## config.mk

```make
export PLATFORM = sky130hd
export DESIGN_NAME = symbol_generator
export DESIGN_NICKNAME = d
export VERILOG_FILES = /design/src/rtl/symbol_generator.sv
export SDC_FILE = /design/constraint.sdc
export NUM_CORES = 1
export LEC_CHECK = 0
export CAP_MARGIN = 20
export CORE_MARGIN = 2
export CORE_UTILIZATION = 58
export CTS_CLUSTER_SIZE = 10
export DETAILED_ROUTE_END_ITERATION = 8
export PLACE_DENSITY = 0.91
export REMOVE_ABC_BUFFERS = 1
export SLEW_MARGIN = 10
export SYNTH_ARGS = -nofsm -noshare
export SYNTH_HDL_FRONTEND = slang
export SYNTH_SLANG_ARGS = --single-unit
```

## constraint.sdc

```tcl
create_clock -name Clk100M -period 4.76 [get_ports Clk100M]
set_input_delay 0.952 -clock Clk100M [delete_from_list [all_inputs] [get_ports Clk100M]]
set_output_delay 0.952 -clock Clk100M [all_outputs]
set_load 0.03 [all_outputs]
```

## src/rtl/symbol_generator.sv

```systemverilog
// symbol_generator: divides Clk100M by symGenMax into a symbol tick and queues non-repeating
// LFSR symbols for the match logic. Overflow sets sticky gameOver. Optional macro: SYMGEN_STATS_EN.
module symbol_generator #(
    parameter int          SYM_W = 2,
    parameter int          DEPTH = 8,
    parameter logic [15:0] SEED  = 16'hACE1
) (
    input  logic             Clk100M,
    input  logic             Rst_n,
    input  logic [31:0]      symGenMax,
    input  logic             newLevel,
    input  logic             symConsume,
    output logic             symValid,
    output logic [SYM_W-1:0] symOut,
    output logic [4:0]       symCount,
    output logic             gameOver
`ifdef SYMGEN_STATS_EN
    ,
    output logic [15:0]      symTotal
`endif
);
    localparam int          PTR_W     = $clog2(DEPTH);
    localparam logic [15:0] SEED_EFF  = (SEED == 16'h0000) ? 16'hACE1 : SEED;
    localparam logic [4:0]  DEPTH_CNT = 5'(DEPTH);

    logic [31:0]      divCnt;
    logic [31:0]      period;
    logic             tick;
    logic [15:0]      lfsr;
    logic             lfsrFb;
    logic [SYM_W-1:0] cand;
    logic [SYM_W-1:0] pushSym;
    logic [SYM_W-1:0] lastSym;
    logic             hasLast;
    logic [SYM_W-1:0] mem [DEPTH];
    logic [PTR_W-1:0] rdPtr;
    logic [PTR_W-1:0] wrPtr;
    logic             full;
    logic             doPush;
    logic             doPop;
    logic             overflow;

    // A count at or past the end of a freshly shortened period still ticks on the next cycle.
    assign period = (symGenMax == 32'd0) ? 32'd1 : symGenMax;
    assign tick   = !newLevel && (divCnt >= period - 32'd1);

    // Fibonacci taps 16,14,13,11 (1-based from the LSB); feedback enters bit 0.
    assign lfsrFb  = lfsr[15] ^ lfsr[13] ^ lfsr[12] ^ lfsr[10];
    assign cand    = lfsr[SYM_W-1:0];
    assign pushSym = (hasLast && (cand == lastSym)) ? cand + SYM_W'(1) : cand;

    // Handshake: symValid/symOut present the head; a cycle with symValid && symConsume pops it,
    // symConsume while !symValid is ignored.
    assign full     = (symCount == DEPTH_CNT);
    assign doPop    = symConsume && (symCount != 5'd0);
    assign doPush   = tick && !gameOver && (!full || doPop);
    assign overflow = tick && !gameOver && full && !doPop;
    assign symValid = (symCount != 5'd0);
    assign symOut   = symValid ? mem[rdPtr] : '0;

    always_ff @(posedge Clk100M or negedge Rst_n) begin
        if (!Rst_n) begin
            divCnt <= 32'd0;
            lfsr   <= SEED_EFF;
        end else begin
            lfsr <= {lfsr[14:0], lfsrFb};
            if (newLevel || tick) begin
                divCnt <= 32'd0;
            end else begin
                divCnt <= divCnt + 32'd1;
            end
        end
    end

    always_ff @(posedge Clk100M or negedge Rst_n) begin
        if (!Rst_n) begin
            rdPtr    <= '0;
            wrPtr    <= '0;
            symCount <= 5'd0;
            gameOver <= 1'b0;
            hasLast  <= 1'b0;
            lastSym  <= '0;
        end else begin
            if (doPush) begin
                wrPtr   <= wrPtr + PTR_W'(1);
                lastSym <= pushSym;
                hasLast <= 1'b1;
            end
            if (doPop) begin
                rdPtr <= rdPtr + PTR_W'(1);
            end
            if (doPush && !doPop) begin
                symCount <= symCount + 5'd1;
            end else if (doPop && !doPush) begin
                symCount <= symCount - 5'd1;
            end
            if (overflow) begin
                gameOver <= 1'b1;
            end
        end
    end

    // Storage needs no reset: entries are only visible while symCount covers them.
    always_ff @(posedge Clk100M) begin
        if (Rst_n && doPush) begin
            mem[wrPtr] <= pushSym;
        end
    end

`ifdef SYMGEN_STATS_EN
    always_ff @(posedge Clk100M or negedge Rst_n) begin
        if (!Rst_n) begin
            symTotal <= 16'd0;
        end else if (doPush && (symTotal != 16'hFFFF)) begin
            symTotal <= symTotal + 16'd1;
        end
    end
`endif

endmodule

```

==> results of run 1 <==
metal layers:
layer / vias up / routed length [µm] / GRT usage [%]
met5: - / 0 / 0
met4: 0 / 1510 / 26.1
met3: 162 / 1630 / 9.10
met2: 435 / 8790 / 64.1
met1: 2286 / 6000 / 37.3
li1: 1984 / - / -
layout by cell type, fill, tap and decap left out, types with 16 or more instances in the layout:
cell	n
edfxtp_1	16
buf_4	95
xor2_1	27
clkdlybuf4s50_1	19
nand2_1	30
nor2_2	24
dfrtp_1	55
nor2_1	27
ha_1	36
dlygate4sd2_1	20
xnor2_1	38
timing repair:
action	in CTS	in global routing
setup endpoints to repair	60	60
setup buffers	34	17
resized for setup	108	70
hold buffers	0	0
pin swaps	51	41
gates cloned	1	3
worst max-delay path, stage by stage:
cell	delay, ns
clkdlybuf4s50_1	0.53
or3_4	0.17
nor4_4	0.05
a21oi_4	0.19
ha_4	0.18
nand2b_4	0.06
or3_4	0.41
nor4_4	0.37
buf_4	0.23
nand3_2	0.09
xor2_1	0.18
ha_1	0.32
nand4_1	0.17
buf_4	0.19
nor3_4	0.13
nand2_2	0.10
and4_4	0.20
a2bb2oi_4	0.15
inv_2	0.08
ha_4	0.15
inv_4	0.05
fa_2	0.36
a21o_1	0.20
a21oi_2	0.17
xnor2_1	0.09
nor2_1	0.11
xor2_1	0.21
cells by family after synthesis:
logic type,synth area share (%)
muxes,3.73
adders and majority gates,10.9
AOI/OAI and AO/OA,5.89
xor gates and xnor gates,12.5
DFF,43.5
buffers and inverters,2.13
and+or+nand+nor,21.3
where the power goes:
group | switching, W | internal, W
combinational | 0.000302 | 0.000308
sequential | 0.0000840 | 0.000733
clock | 0.000278 | 0.000206
total | 0.000664 | 0.00125
state kept, by name, summed over array words and instances (netlist names):
register / flops
hasLast: 1
lfsr: 16
mem: 16
lastSym: 2
divCnt: 32
symCount: 5
rdPtr: 3
gameOver: 1
wrPtr: 3
layout make-up:
type,count,area [µm²]
clock inverter,6,43.8
sequential,79,2070
timing repair buffer,157,1370
multi-input combinational,365,3080
fill,379,1200
inverter,14,55.1
clock buffer,10,138
tap,105,131
per-stage QoR:
step,hold WS (ns),setup WS [ns],setup TNS (ns),total power (W)
2_1_floorplan,0.331,-1.37,-21.85,0.00108
3_3_place_gp,0.336,-1.44,-39.71,0.00128
3_5_place_dp,0.340,-1.90,-54.01,0.00132
4_1_cts,0.357,-0.651,-9.10,0.00182
5_1_grt,0.366,-1.20,-26.64,0.00197
6_report,0.364,-1.05,-21.86,0.00191
path summary, 6_finish.rpt:
kind	end	depth (start not counted)	from
max	symCount[4]	27	symGenMax[3]
min	lfsr[7]	0	lfsr[6]
max reg2reg	symCount[4]	14	symCount[0]
min reg2reg	lfsr[7]	0	lfsr[6]
max in group asynchronous	lfsr[7]	2	Rst_n
min in group asynchronous	divCnt[6]	1	Rst_n
==> results.sh, run 1 <==
export IMPL_yosysTopAreaCell="dfrtp_1"
export IMPL_final_layout_size_suffix_gt1_share_pct=38.5
export IMPL_antenna_found_initial=0
export IMPL_dp_hpwl_mm=8.68
export IMPL_synth_main_ff_cell="dfrtp_1"
export IMPL_synth_edf_count=16
export IMPL_final_setup_viol_count=59
export IMPL_core_um2=8090
export IMPL_postRouteAntennaNets=0
export IMPL_final_core_util_pct=85.1
export IMPL_setup_slack_ns=-1.05
export IMPL_max_freq_mhz=172
export IMPL_cp_required_ns=5.04
export IMPL_p_per_area_nw_per_um2=277
export IMPL_finalCriticalPeriod_ns=5.81
export IMPL_synth_common_cells="nor2_1 (65), dfrtp_1 (55), xnor2_1 (41)"
export IMPL_fin_crit_sh_pct=122
export IMPL_arrival_ns=6.09
export IMPL_cts_root_buf="clkbuf_8"
export IMPL_synth_top_area_share_pct=28.9
export IMPL_diodes=0
export IMPL_clk_pin_slew_ns=0.09
export IMPL_synth_area_per_cell_um2=10.1
export IMPL_design_portCount=45
export IMPL_initial_core_util_pct=58.8
export IMPL_yosysMostFrequentCell="nor2_1"
export IMPL_die_y_um=94.6
export IMPL_htree_num_levels=3
export IMPL_place_area_um2=5810
export IMPL_critPathCaptureType="flop"
export IMPL_crit_type="primary input to flop"
export IMPL_maxCapViolCount=0
export IMPL_crit_fanout=3
export IMPL_synth_cell_types=47
export IMPL_synth_seq_cells=79
export IMPL_syn_area_um2=4760
export IMPL_grt_pass1_vias=4829
export IMPL_tightest_slew_ns=1.05
export IMPL_num_rows=33
export IMPL_routedWlPerCell_um=24.4
export IMPL_ys_warn_count=0
export IMPL_ys_async_sr_fraction_pct=79.7
export IMPL_grt_max_degree=41
export IMPL_drtIter0Drc=472
export IMPL_drt_total_wl_mm=17.9
export IMPL_overflow=0
export IMPL_ir_drop_uv=151
export IMPL_via_per_inst=6.61
export IMPL_postSynthCellCount=469
export IMPL_maxSlewViolCount=0
export IMPL_clock_latency_ns=0.37
export IMPL_area_growth_syn_to_layout_pct=44.8
export IMPL_status="finished with violations"
export IMPL_clk_path_buf_depth=2
export IMPL_fp_dieW_um=94.6
export IMPL_slew_headroom_pct=29.4
export IMPL_dieArea_um2=8940
export IMPL_cts_tree="built"
export IMPL_numPortBuffers=44
export IMPL_final_area_um2=6890
export IMPL_finalHoldViolations=0
export IMPL_dr_pass1_iters=5
export IMPL_rrSetupSlack_ns=1.25
export IMPL_cts_sinks=79
export IMPL_violations="setup timing"
export IMPL_grt_pass1_wl_mm=24.2
export IMPL_skew_ns=0.0182
export IMPL_ys_seq_area_share_pct=43.5
export IMPL_p_leak_nw=2.95
export IMPL_worst_setup_path_start_kind="primary input"
export IMPL_gp_congestion=0.918
export IMPL_drcViolationCount=0
export IMPL_final_nets=703
export IMPL_grt_usage_pct=36.3
export IMPL_hp_class="flop to flop"
export IMPL_dp_cells=676
export IMPL_cts_made_buffers=9
export IMPL_vias=4867
export IMPL_finalNonFillerCells=736
export IMPL_rsz0062_at_grt="true"
export IMPL_synth_area_leaders="dfrtp_1 (29%), ha_1 (11%), edfxtp_1 (10%), xnor2_1 (7.5%), nor2_1 (5.1%)"
Note: power is estimated with default switching activity, not from simulation.
==> inputs of run 2 (changes only) <==
--- a/config.mk
+++ b/config.mk
@@ -8,10 +8,11 @@
 export CAP_MARGIN = 20
 export CORE_MARGIN = 2
 export CORE_UTILIZATION = 58
-export CTS_CLUSTER_SIZE = 10
 export DETAILED_ROUTE_END_ITERATION = 8
 export PLACE_DENSITY = 0.91
 export REMOVE_ABC_BUFFERS = 1
+export SETUP_SLACK_MARGIN = 0.4
+export SKIP_LAST_GASP = 1
 export SLEW_MARGIN = 10
 export SYNTH_ARGS = -nofsm -noshare
 export SYNTH_HDL_FRONTEND = slang
==> run 2 against run 1 <==
  * The run still ends with setup timing left
  * Register-to-register slack got worse by 0.15 ns
  * Total power down 2.4%
  * Final area fell by 1.9%
==> results.sh, run 2 (same netlist as run 1, synthesis figures left out) <==
export IMPL_status="finished with violations"
export IMPL_violations="setup timing"
export IMPL_hold_depth=0
export IMPL_regMostFlops="divCnt"
export IMPL_fin_crit_sh_pct=129
export IMPL_initial_core_util_pct=58.8
export IMPL_cts_sinks=79
export IMPL_crit_fanout=3
export IMPL_final_nets=705
export IMPL_layout_common_cells="buf_4 (99), dfrtp_1 (55), nor2_1 (45)"
export IMPL_p_leak_nw=2.93
export IMPL_num_rows=33
export IMPL_dieArea_um2=8940
export IMPL_dr_pass1_iters=5
export IMPL_cp_required_ns=5.04
export IMPL_setup_slack_ns=-1.37
export IMPL_largest_reg_flops=32
export IMPL_design_portCount=45
export IMPL_diodes=0
export IMPL_grt_usage_pct=36.6
export IMPL_rrSetupSlack_ns=1.10
export IMPL_final_setup_viol_count=60
export IMPL_drtIter0Drc=523
export IMPL_holdBufCountCts=0
export IMPL_nFillCells=417
export IMPL_final_common_cell="buf_4"
export IMPL_area_growth_syn_to_layout_pct=42.1
export IMPL_antenna_found_initial=0
export IMPL_routedWlPerCell_um=23.4
export IMPL_drt_total_wl_mm=17.3
export IMPL_grt_max_degree=41
export IMPL_htree_num_levels=3
export IMPL_overflow=0
export IMPL_arrival_ns=6.41
export IMPL_hold_slack_ns=0.358
export IMPL_multi_input_area_um2=2970
export IMPL_rsz0062_at_grt="true"
export IMPL_ir_drop_uv=142
export IMPL_place_worst_setup_slack_ns=-1.90
export IMPL_hp_start="lfsr[2]"
export IMPL_cts_tree="built"
export IMPL_cpPeakStageDelay_ns=0.54
export IMPL_finalCriticalPeriod_ns=6.13
export IMPL_gp_congestion=0.918
export IMPL_drcViolationCount=0
export IMPL_slew_headroom_pct=30.5
export IMPL_cpMostUsedCell="buf_4"
export IMPL_numPortBuffers=44
export IMPL_hp_class="flop to flop"
export IMPL_finalHoldViolations=0
export IMPL_register_area_um2=2070
export IMPL_critPathCaptureType="flop"
export IMPL_grt_pass1_wl_mm=24.4
export IMPL_postRouteAntennaNets=0
export IMPL_startpoint="symGenMax[5]"
export IMPL_tightest_slew_ns=1.03
export IMPL_rr_worst_depth=14
export IMPL_reg2reg_from="symCount[1]"
export IMPL_clock_latency_ns=0.37
export IMPL_rr_endpoint="symCount[4]"
export IMPL_final_layout_size_suffix_gt1_share_pct=34.8
export IMPL_worst_setup_path_start_kind="primary input"
export IMPL_holdPathEnd="lfsr[3]"
export IMPL_crit_type="primary input to flop"
export IMPL_via_per_inst=6.48
export IMPL_skew_ns=0.0181
export IMPL_grt_pass1_vias=4872
export IMPL_cts_made_buffers=9
export IMPL_vias=4785
export IMPL_core_um2=8090
export IMPL_critPathSlowestCell="or4_4"
export IMPL_maxSlewViolCount=0
export IMPL_max_freq_mhz=163
export IMPL_top_regs="divCnt x32, lfsr x16, mem x16"
export IMPL_p_per_area_nw_per_um2=276
export IMPL_die_y_um=94.6
export IMPL_clk_path_buf_depth=2
export IMPL_fp_dieW_um=94.6
export IMPL_clk_pin_slew_ns=0.09
export IMPL_maxCapViolCount=0
export IMPL_cts_root_buf="clkbuf_8"
export IMPL_dp_hpwl_mm=8.68
[run 2: what timing repair did]
action / CTS / global route
pin swaps: 49 / 33
buffers inserted: 35 / 10
cloned: 1 / 0
endpoints found under the setup margin: 60 / 60
gates resized for setup: 108 / 30
[run 2: worst max-delay path: cells and delay by family]
family / cells / cell delay, ns
compound gates: 5 / 1.09
xor+xnor: 3 / 0.38
fa+ha+maj: 4 / 1.00
buf+inv: 6 / 0.67
simple gates: 11 / 2.29
[run 2: worst max path at each step]
| stage | endpoint | slack, ns |
|---|---|---|
| 2_1_floorplan | symCount[4] | -1.37 |
| 3_3_place_gp | symCount[4] | -1.44 |
| 3_5_place_dp | symCount[3] | -1.90 |
| 4_1_cts | symCount[4] | -0.65 |
| 5_1_grt | symCount[4] | -1.52 |
| 6_report | symCount[4] | -1.37 |
[run 2: power by group]
part,switching [W],internal [W]
Clock,0.000268,0.000206
Sequential,0.0000769,0.000733
Combinational,0.000293,0.000289
Total,0.000638,0.00123
[run 2: area by class of cell]
class,instances,share of cell area (%)
multi-input cells,365,44.0
flip-flops and latches,79,30.6
repair buffers,159,20.0
clock buffers,10,2.04
well taps,105,1.94
inverters,14,0.814
clock inverters,6,0.648
[run 2: per-stage QoR]
stage	utilization (%)	setup TNS (ns)	area, µm²	power, W	cells
final	83.5	-46.38	6760	0.00187	738
after global routing	83.5	-52.56	6760	0.00193	738
after CTS	81.0	-16.61	6550	0.00182	728
after detailed placement	71.7	-54.01	5810	0.00132	676
after global placement	71.7	-39.71	5810	0.00128	676
after floorplan	-	-21.85	4710	0.00108	458
[run 2: routing by layer]
metal	global-route usage (%)	share of wire [%]	vias to the layer above	wire, µm
met3	9.26	7.6	160	1310
met4	28.3	9.8	0	1690
li1	-	-	1983	-
met5	0	0	-	0
met1	37.1	34	2269	5830
met2	64.1	49	373	8440
